File: config.mk
export PLATFORM = sky130hd
export DESIGN_NAME = alu_base_arbiter
export DESIGN_NICKNAME = d
export VERILOG_FILES = /design/src/rtl/alu_base_arbiter.sv
export SDC_FILE = /design/constraint.sdc
export NUM_CORES = 1
export LEC_CHECK = 0
export CAP_MARGIN = 20
export CORE_ASPECT_RATIO = 0.75
export CORE_MARGIN = 2
export CORE_UTILIZATION = 38
export CTS_BUF_LIST = sky130_fd_sc_hd__clkbuf_4 sky130_fd_sc_hd__clkbuf_8
export DETAILED_ROUTE_END_ITERATION = 16
export PLACE_DENSITY = 0.9
export RECOVER_POWER = 25
export SLEW_MARGIN = 40
export SYNTH_ARGS = -nofsm -noshare
export SYNTH_HDL_FRONTEND = slang
export SYNTH_SLANG_ARGS = --single-unit
File: constraint.sdc
create_clock -name clock -period 1.6 [get_ports clock]
set_input_delay 0.16 -clock clock [delete_from_list [all_inputs] [get_ports clock]]
set_output_delay 0.16 -clock clock [all_outputs]
set_load 0.005 [all_outputs]
File: src/rtl/alu_base_arbiter.sv
// Round-robin arbiter sharing one registered-output alu_base among NUM_REQ requesters.
// One transaction in flight: IDLE -> ISSUE -> WAIT -> RESP -> IDLE.
module alu_base_arbiter #(
  parameter int NUM_REQ = 2
) (
  input  logic                    clock,
  input  logic                    reset_n,
  input  logic [NUM_REQ-1:0]      req_valid,
  output logic [NUM_REQ-1:0]      req_ready,
  input  logic [3*NUM_REQ-1:0]    req_funct3,
  input  logic [32*NUM_REQ-1:0]   req_rs1,
  input  logic [32*NUM_REQ-1:0]   req_rs2,
  output logic [NUM_REQ-1:0]      rsp_valid,
  input  logic [NUM_REQ-1:0]      rsp_ready,
  output logic [31:0]             rsp_value,
  output logic                    alu_enable,
  output logic [2:0]              alu_funct3,
  output logic [31:0]             alu_rs1,
  output logic [31:0]             alu_rs2,
  input  logic [31:0]             alu_rd,
  output logic                    busy
);

  localparam int GW = (NUM_REQ > 1) ? $clog2(NUM_REQ) : 1;

  typedef enum logic [1:0] {S_IDLE, S_ISSUE, S_WAIT, S_RESP} state_t;

  state_t            r_state;
  state_t            w_next;
  logic [GW-1:0]     r_last_grant;
  logic [2:0]        r_funct3;
  logic [31:0]       r_rs1;
  logic [31:0]       r_rs2;
  logic [31:0]       r_result;

  logic [GW-1:0]     w_grant;
  logic [GW-1:0]     w_idx;
  logic              w_found;
  logic [NUM_REQ-1:0] w_grant_oh;
  logic [NUM_REQ-1:0] w_last_oh;

  logic [2:0]        w_funct3_arr [NUM_REQ];
  logic [31:0]       w_rs1_arr    [NUM_REQ];
  logic [31:0]       w_rs2_arr    [NUM_REQ];

  for (genvar i = 0; i < NUM_REQ; i++) begin : g_unpack
    assign w_funct3_arr[i] = req_funct3[3*i +: 3];
    assign w_rs1_arr[i]    = req_rs1[32*i +: 32];
    assign w_rs2_arr[i]    = req_rs2[32*i +: 32];
  end

  // Search starts one past the previous winner so every requester gets a turn.
  always_comb begin
    w_found = 1'b0;
    w_grant = '0;
    w_idx   = '0;
    for (int off = 1; off <= NUM_REQ; off++) begin
      w_idx = GW'((int'(r_last_grant) + off) % NUM_REQ);
      if (!w_found && req_valid[w_idx]) begin
        w_found = 1'b1;
        w_grant = w_idx;
      end
    end
  end

  always_comb begin
    w_grant_oh = '0;
    w_grant_oh[w_grant] = 1'b1;
    w_last_oh = '0;
    w_last_oh[r_last_grant] = 1'b1;
  end

  always_ff @(posedge clock or negedge reset_n) begin
    if (!reset_n) begin
      r_state      <= S_IDLE;
      r_last_grant <= GW'(NUM_REQ - 1);
      r_funct3     <= '0;
      r_rs1        <= '0;
      r_rs2        <= '0;
      r_result     <= '0;
    end else begin
      r_state <= w_next;
      if (r_state == S_IDLE && w_found) begin
        r_last_grant <= w_grant;
        r_funct3     <= w_funct3_arr[w_grant];
        r_rs1        <= w_rs1_arr[w_grant];
        r_rs2        <= w_rs2_arr[w_grant];
      end
      // alu_base drives a valid value only in the cycle after its enable.
      if (r_state == S_WAIT) begin
        r_result <= alu_rd;
      end
    end
  end

  always_comb begin
    w_next = r_state;
    case (r_state)
      S_IDLE:  if (w_found) w_next = S_ISSUE;
      S_ISSUE: w_next = S_WAIT;
      S_WAIT:  w_next = S_RESP;
      S_RESP:  if (rsp_ready[r_last_grant]) w_next = S_IDLE;
      default: w_next = S_IDLE;
    endcase
  end

  always_comb begin
    req_ready  = (reset_n && r_state == S_IDLE && w_found) ? w_grant_oh : '0;
    rsp_valid  = (r_state == S_RESP) ? w_last_oh : '0;
    alu_enable = (r_state == S_ISSUE);
    busy       = (r_state != S_IDLE);
    rsp_value  = r_result;
    alu_funct3 = r_funct3;
    alu_rs1    = r_rs1;
    alu_rs2    = r_rs2;
  end

endmodule

==> metrics.txt, run 1 <==
TritonCTS clock tree=yes; Psw=3.98 mW; # Post-CTS Setup Buffers=0; worst r2r src=r_state[0]; Clock Power Share=14.2%; Sink Count=roughly 100; Tmin final=between 1.5 and 2 ns; Max Slew Vio Count=0; Worst EP required=1.44 ns; Post-Syn Nets=561; run status=finished, final reports clean; internal cell power=8.67 mW; leading area contributor after synthesis=dfrtp_1; layout cells sized above 1=12.6%; Worst R2R End=rsp_value[3]; Final Hold Viols=0; pin count of the biggest net entering global routing=103; Die ar.=12700 um^2; Reg power frac=35.9%; EDFF count, synth=0; Final Setup Violations=0; sink of the worst hold path=rsp_value[21]; top cell type's share of synthesized area=around 56%; Switching Fraction=31.4%; grt total ovfl=0; Final Non-Filler Cells=835; initial antenna violation count=0; clock buffer depth=2; # DRC=0; Avg WL per Cell=approximately 16 um; DRT antenna net count=0; Vias=3946; synth top area cells=dfrtp_1 56%, mux2i_1 15%, mux2_2 8.3%; first-pass GRT wire length=20300 um; PwrDens=1620 nW/um^2; CTS H-Tree Depth=3; Reg clk slew, reported paths=approximately 0.1 ns; CORE AREA=11600 um^2; worst vdd ir=0.815 mV; Die Span Y=98.2 um; r2r setup slk=0.07 ns; Startpoint Class=flop; iteration-0 DRC count of the detailed router=93; clock root cell=clkbuf_8; leakage power=approximately 3.5 nW; crit share post-route=a little over nine tenths; max_slew headroom=38.9%; Hold WC Path Type=input pin to flop; CP arrival=about 1.4 ns; sequential-to-total area share from yosys stat=56.8%; combinational group share of total power=49.9%; Final Power=12.6 mW; final WL=13200 um; Post-synth top cells=101 x dfrtp_1, 69 x mux2i_1, 67 x nand2_1; I/O pin total=277; Post-synth ARST share=100%; hold depth=2; fill count=844; I/O Buffers=between 200 and 300; post-DP HPWL=10100 um; Netlist cell types=23; number of global-route vias before repair=roughly 4100; top_reg_cell synth=dfrtp_1; final-stage net count=845; CP Cell Sequence=a21bo_4 -> nor3b_2 -> buf_2; Initial Util=38.9%; Setup Crit Path Kind=flop to primary output; RSZ-0062 raised after global routing=yes; Setup Skew=0.0101 ns; CP delay by family, top=flip-flops; post-synthesis register bit count=102; Avg Inst Size Synth=11.7 um^2; area grow syn2layout=73.8%; Mapped Area=4500 um^2; Critical-path top delay cell=dfstp_2; DR vias/cell=4.73; GRT Overall Usage=20.3%; Critical Path Sink Type=primary output; Ant. Diodes=0; Initial DRT Pass Iterations=4; worst-case reg-to-reg path depth=5; max-cap violations=0; Yosys Warn Count=0; GPL Wtd Cong=0.812; clk_lat worst skew=around 0.36 ns; placed cell count=about 820; CTS Buf Count=9; Buffers & Inverters on Critical Path=1; max incr delay on CP=0.56 ns; hold path startpoint=alu_rd[21]; crit-path max FO=4; Least-Margin Pin Slew=roughly 0.9 ns; Peak Freq=653 MHz; FP Rows=34; Mapped Cells=384; Die X=between 100 and 150 um; top-count cell post-synth=dfrtp_1
[cell families after synthesis]
family                   share of synthesized area (%)
flip-flops                                        56.8
multiplexers                                      23.6
AO/OA/AOI/OAI                                     8.29
AND/OR/NAND/NOR                                   6.31
buffers and inverters                             3.64
adder cells (fa/ha/maj)                           1.39
[power by group through the flow]
stage | logic [mW] | registers [mW] | clock network, mW
2_1_floorplan | 2.33 | 4.64 | 0
3_3_place_gp | 6.09 | 4.50 | 0
3_5_place_dp | 6.33 | 4.59 | 0
4_1_cts | 6.34 | 4.56 | 1.88
5_1_grt | 6.84 | 4.70 | 2.00
6_report | 6.31 | 4.54 | 1.80
[repair_timing]
action                     CTS  global route
hold endpoints to repair   101             0
pin swaps                    1             0
gates resized for setup     25             3
cloned                       0             2
hold buffers                 1             0
setup endpoints to repair   17            35
[stage by stage]
| step | hold slack, ns | area [um^2] | worst slack, ns | TNS (ns) | util [%] |
|---|---|---|---|---|---|
| 2_1_floorplan | -0.136 | 4500 | 0.0871 | 0 | - |
| 5_1_grt | 0.379 | 7820 | -0.0822 | -0.110 | 67.6 |
| 3_3_place_gp | 0.301 | 7540 | -0.186 | -3.73 | 65.2 |
| 3_5_place_dp | 0.304 | 7540 | -0.249 | -6.54 | 65.2 |
| 6_report | 0.407 | 7820 | 0.0684 | 0 | 67.6 |
| 4_1_cts | 0.380 | 7780 | 0.0203 | 0 | 67.2 |
[area by class of cell]
class                   count  area [um^2]  share of cell area (%)
multi-input cells         252         1820                    23.2
flip-flops and latches    102         2550                    32.7
inverters                   4         15.0                   0.192
repair buffers            299         3010                    38.4
clock buffers               9          124                    1.58
well taps                 162          203                    2.59
clock inverters             7          105                    1.34
[layer usage]
layer / global-route usage (%) / wire length (um)
met1: 23.0 / 5150
met2: 36.0 / 6620
met3: 6.14 / 1040
met4: 7.36 / 399
met5: 0 / 0
[flip-flops by register name, summed over array words and instances, names as in the netlist, named ones only]
signal and cells:
alu_funct3 3, r_state 2, alu_rs1 32, alu_rs2 32, rsp_value 32
[placed cells by master, fill, tap and decap left out, types with 2 or more instances in the layout]
master,instances
buf_12,4
buf_2,4
buf_4,14
buf_6,3
bufinv_16,2
clkbuf_16,2
clkbuf_8,9
clkdlybuf4s50_1,269
clkinv_4,2
dfrtp_1,101
ha_1,3
inv_1,2
inv_2,2
mux2_2,33
mux2i_1,69
nand2_1,67
nor2_1,2
o21ai_0,59
o21ai_1,8
[worst max-delay path by stage]
stage                 startpoint            end  cells past startpoint
floorplan             r_state[0]  rsp_value[10]                      5
global placement    req_valid[0]   req_ready[0]                      5
detailed placement  req_valid[0]    alu_rs1[13]                      6
CTS                   r_state[0]     alu_enable                      3
global route          r_state[0]   req_ready[0]                      5
finish                      flop   req_ready[0]                      3
Power figures use the tool's default switching activity.
==> inputs of run 2 (changes only) <==
--- a/config.mk
+++ b/config.mk
@@ -13,6 +13,7 @@
 export DETAILED_ROUTE_END_ITERATION = 16
 export PLACE_DENSITY = 0.9
 export RECOVER_POWER = 25
+export SKIP_LAST_GASP = 1
 export SLEW_MARGIN = 40
 export SYNTH_ARGS = -nofsm -noshare
 export SYNTH_HDL_FRONTEND = slang
==> run 2 against run 1 <==
Compared with the run above:
- the run now ends with setup timing left
- sequential cell count did not move
- cell area rose by 0.34%
- core utilization rose by 0.23 points
- maximum frequency fell by 5.6%
- critical path depth rose by 2
- register-to-register slack got worse by 0.02 ns
- worst hold slack barely moved
- largest cell class unchanged
- highest routed layer unchanged
==> metrics.txt, run 2 (synthesized netlist as in run 1, its figures left out) <==
run status=complete, but fails checks; failing checks=setup timing; Sink Count=102; hold depth=2; Peak Freq=about 600 MHz; Reg clk slew, reported paths=roughly 0.10 ns; grt total ovfl=0; Ant. Diodes=0; crit-path max FO=3; Final Setup Violations=1; CP arrival=around 1.5 ns; I/O Buffers=276; Vias=3943; leakage power=3.53 nW; Final Power=about 13 mW; Avg WL per Cell=15.8 um; Die X=between 100 and 150 um; RSZ-0062 raised after global routing=yes; CTS H-Tree Depth=3; final WL=13200 um; worst-case reg-to-reg path depth=5; Initial DRT Pass Iterations=4; r2r setup slk=roughly 0.050 ns; crit share post-route=101%; layout cells sized above 1=12.8%; # DRC=0; pin count of the biggest net entering global routing=103; Tmin final=1.62 ns; max_slew headroom=a little over three fifths; FP Rows=34; worst vdd ir=0.816 mV; clock root cell=clkbuf_8; first-pass GRT wire length=20300 um; CTS Buf Count=9; I/O pin total=about 280; area grow syn2layout=74.4%; CORE AREA=11600 um^2; GPL Wtd Cong=0.812; hold slack final=0.407 ns; Max Slew Vio Count=0; Final Non-Filler Cells=836; Startpoint Class=flop; DP Worst Slack=-0.249 ns; Worst EP required=1.44 ns; iteration-0 DRC count of the detailed router=93; Worst R2R End=r_state[1]; number of global-route vias before repair=between 4000 and 5000; most frequent cells in the layout=269 x clkdlybuf4s50_1, 101 x dfrtp_1, 69 x mux2i_1, 67 x nand2_1, 59 x o21ai_0; max-cap violations=0; commonest non-fill, non-tap cell in the layout=clkdlybuf4s50_1; Die ar.=roughly 13000 um^2; Hold WC Path Type=input pin to flop; Setup Crit Path Kind=flop to primary output; fin worst setup slack=-0.0217 ns; PwrDens=~1600 nW/um^2; initial antenna violation count=0; GRT Overall Usage=20.3%; fill count=840; Setup Skew=between 0.009 and 0.01 ns; worst r2r src=r_state[0]; TritonCTS clock tree=yes; hold path startpoint=alu_rd[21]; DRT antenna net count=0; Seq. cell area=2550 um^2; final-stage net count=846; Multi-input gate area=around 1800 um^2; Final Hold Viols=0; clock buffer depth=2; post-DP HPWL=10100 um; Die Span Y=98.2 um; DR vias/cell=roughly 4.7; placed cell count=a little over 800; Least-Margin Pin Slew=0.553 ns; clk_lat worst skew=0.36 ns; Initial Util=38.9%; Critical Path Sink Type=primary output; sink of the worst hold path=rsp_value[21]
==> run 2: cell types whose count changed in the layout (fill, tap and decap cells not counted) <==
cell and change:
buf_12 +1, buf_4 +1, ha_2 -1, buf_6 -1
ha_4 +1
==> run 2: final cells by class <==
cell class,instances,area share (%)
inverter,4,0.191
clock inverter,7,1.34
multi-input combinational,252,23.3
sequential,102,32.5
clock buffer,9,1.58
tap,162,2.58
timing repair buffer,300,38.5
==> run 2: timing repair <==
item / 4_1_cts / 5_1_grt
endpoints found under the setup margin: 17 / 63
setup buffers: 0 / 1
resized for setup: 20 / 9
endpoints found under the hold margin: 101 / 0
cloned: 0 / 2
hold buffers: 1 / 0
pin swaps: 1 / 1
==> run 2: per-stage QoR <==
stage                     util [%]  instance area, um^2  setup TNS [ns]
final                         67.8                 7850         -0.0217
after detailed placement      65.2                 7540           -6.54
after floorplan                  -                 4500               0
after global routing          67.8                 7850          -0.307
after global placement        65.2                 7540           -3.73
after CTS                     67.3                 7790          -0.231
==> run 2: power breakdown <==
part	internal (mW)	switching, mW	leakage [nW]
Combinational	3.93	2.42	2.18
Sequential	3.86	0.678	1.24
Clock	0.903	0.897	0.112
Total	8.70	3.99	3.53
==> run 2: routing by layer <==
| metal | vias to the layer above | global-route usage (%) | wire (um) | share of wire [%] |
|---|---|---|---|---|
| li1 | 1894 | - | - | - |
| met1 | 1839 | 23.0 | 5150 | 39 |
| met2 | 179 | 36.0 | 6630 | 50 |
| met3 | 31 | 6.14 | 1040 | 7.9 |
| met4 | 0 | 7.36 | 397 | 3.0 |
| met5 | - | 0 | 0 | 0 |
==> run 2: how the worst max path moves through the flow <==
| stage | from | end | cells after the start |
|---|---|---|---|
| final | r_state[0] | rsp_valid[1] | 5 |
| after global routing | r_state[0] | rsp_valid[1] | 5 |
| after CTS | r_state[0] | req_ready[0] | 5 |
| after detailed placement | req_valid[0] | alu_rs1[13] | 6 |
| after global placement | req_valid[0] | req_ready[0] | 5 |
| after floorplan | r_state[0] | rsp_value[10] | 5 |
==> run 2: worst max-delay path, cell delays in order (launching register included) <==
cell and delay, ns:
dfrtp_1 0.41, buf_4 0.14, buf_4 0.14, ha_4 0.15
and2_1 0.14, buf_2 0.13
==> inputs of run 3 (changes only) <==
--- a/config.mk
+++ b/config.mk
@@ -13,6 +13,7 @@
 export DETAILED_ROUTE_END_ITERATION = 16
 export PLACE_DENSITY = 0.9
 export RECOVER_POWER = 25
+export SKIP_CTS_REPAIR_TIMING = 1
 export SKIP_LAST_GASP = 1
 export SLEW_MARGIN = 40
 export SYNTH_ARGS = -nofsm -noshare
==> run 3 against run 2 <==
Compared with the run above:
- the run now ends clean
- register-to-register slack improved by 0.02 ns
- sequential power hardly changed
- sequential share of layout area did not move
- total power decreased by 0.15%
- global-route usage unchanged
- clock skew increased by 0.00052 ns
- core utilization unchanged
- via count fell by 0.13%
- die area stayed put
- cell area unchanged
- count of clock-buffer cells in the layout unchanged
- wire length about the same
- critical endpoint is now req_ready[0]
==> metrics.txt, run 3 (synthesized netlist as in run 1, its figures left out) <==
run status=finished, final reports clean; Max Slew Vio Count=0; # DRC=0; Critical-path top delay cell=dfrtp_1; iteration-0 DRC count of the detailed router=97; Startpoint Class=flop; Reg power frac=35.8%; GPL Wtd Cong=0.812; Clock Power Share=14.2%; max incr delay on CP=0.39 ns; final-stage net count=845; Sink Count=approximately 100; Ant. Diodes=0; final WL=13200 um; Multi-input gate area=1820 um^2; Worst EP required=1.44 ns; Buffers & Inverters on Critical Path=2; Final Non-Filler Cells=835; initial antenna violation count=0; clock root cell=clkbuf_8; Final Hold Viols=0; clk_lat worst skew=between 0.3 and 0.4 ns; CORE AREA=11600 um^2; DRT antenna net count=0; pin count of the biggest net entering global routing=slightly above 100; fin util=67.8%; setup TNS=0 ns; DP Worst Slack=-0.249 ns; Setup Skew=0.0105 ns; Psw=3.98 mW; Post-DP Area=7540 um^2; Die Span Y=just under 100 um; layout cells sized above 1=12.0%; hold slack final=0.406 ns; Vias=3938; Least-Margin Pin Slew=0.915 ns; CP Cell Sequence=inv_1 -> ha_4 -> o21ai_4 -> nor3b_2 -> dlymetal6s2s_1; Hold WC Path Type=input pin to flop; Final Setup Violations=0; FP Rows=34; most frequent cells in the layout=269 x clkdlybuf4s50_1, 101 x dfrtp_1, 69 x mux2i_1, 67 x nand2_1, 59 x o21ai_0; crit-path max FO=4; CTS H-Tree Depth=3; leakage power=3.57 nW; Final Power=12.7 mW; Reg clk slew, reported paths=0.10 ns; post-DP HPWL=slightly above 10000 um; max-cap violations=0; fin worst setup slack=0.0486 ns; GRT Overall Usage=20.3%; commonest non-fill, non-tap cell in the layout=clkdlybuf4s50_1; CP delay by family, top=flip-flops; RSZ-0062 raised after global routing=yes; PwrDens=roughly 1600 nW/um^2; Switching Fraction=31.4%; clock buffer depth=2; internal cell power=8.69 mW; worst vdd ir=0.813 mV; Setup Crit Path Kind=flop to primary output; placed cell count=816; I/O pin total=277; DR vias/cell=roughly 4.7; area grow syn2layout=74.4%; Avg WL per Cell=15.8 um; TritonCTS clock tree=yes; CP arrival=between 1 and 1.5 ns; Seq. cell area=2550 um^2; number of global-route vias before repair=4146; Die ar.=12700 um^2; combinational group share of total power=approximately half; I/O Buffers=between 200 and 300; final instance area=7850 um^2; grt total ovfl=0; CTS Buf Count=9; Die X=130 um; Initial Util=38.9%; Initial DRT Pass Iterations=4; Critical Path Sink Type=primary output; Tmin final=1.55 ns; max_slew headroom=about 40%; fill count=841; first-pass GRT wire length=20300 um; Peak Freq=between 600 and 700 MHz; crit share post-route=97.0%
[run 3: changes by cell type in the layout (fill, tap and decap cells not counted), sizes merged]
cell          delta
dlygate4sd2      -1
buf              -4
dlymetal6s2s     +4
[run 3: final timing paths]
path | to | startpoint | slack [ns] | cells past startpoint
setup / recovery | req_ready[0] | r_state[1] | 0.05 | 5
hold / removal | rsp_value[21] | alu_rd[21] | 0.41 | 2
setup reg to reg | rsp_value[3] | r_state[0] | 0.07 | 5
hold reg to reg | alu_funct3[1] | alu_funct3[1] | 0.49 | 2
max in group asynchronous | alu_rs1[28] | reset_n | 0.40 | 3
min in group asynchronous | alu_rs1[12] | reset_n | 0.57 | 3
[run 3: worst register-to-register path, cell delays in order, from the launching register on]
cell	delay, ns
dfrtp_1	0.41
inv_2	0.09
buf_4	0.12
ha_1	0.20
buf_12	0.22
mux2_2	0.38
[run 3: cell type report]
| class | instances | area share, % |
|---|---|---|
| repair buffers | 299 | 38.6 |
| flip-flops and latches | 102 | 32.5 |
| multi-input cells | 252 | 23.1 |
| well taps | 162 | 2.58 |
| clock buffers | 9 | 1.58 |
| clock inverters | 7 | 1.34 |
| inverters | 4 | 0.191 |
[run 3: metal layers]
layer  part of all wire [%]  track usage [%]  up-vias
li1                       -                -     1889
met1                     39             23.0     1838
met2                     50             36.0      180
met3                    7.8             6.08       31
met4                    2.8             7.28        0
met5                      0                0        -
[run 3: power by group through the flow]
| stage | Combinational, mW | Clock (mW) | Sequential [mW] |
|---|---|---|---|
| floorplan | 2.33 | 0 | 4.64 |
| global placement | 6.09 | 0 | 4.50 |
| detailed placement | 6.33 | 0 | 4.59 |
| CTS | 6.34 | 1.88 | 4.55 |
| global route | 6.86 | 2.00 | 4.70 |
| finish | 6.33 | 1.80 | 4.54 |
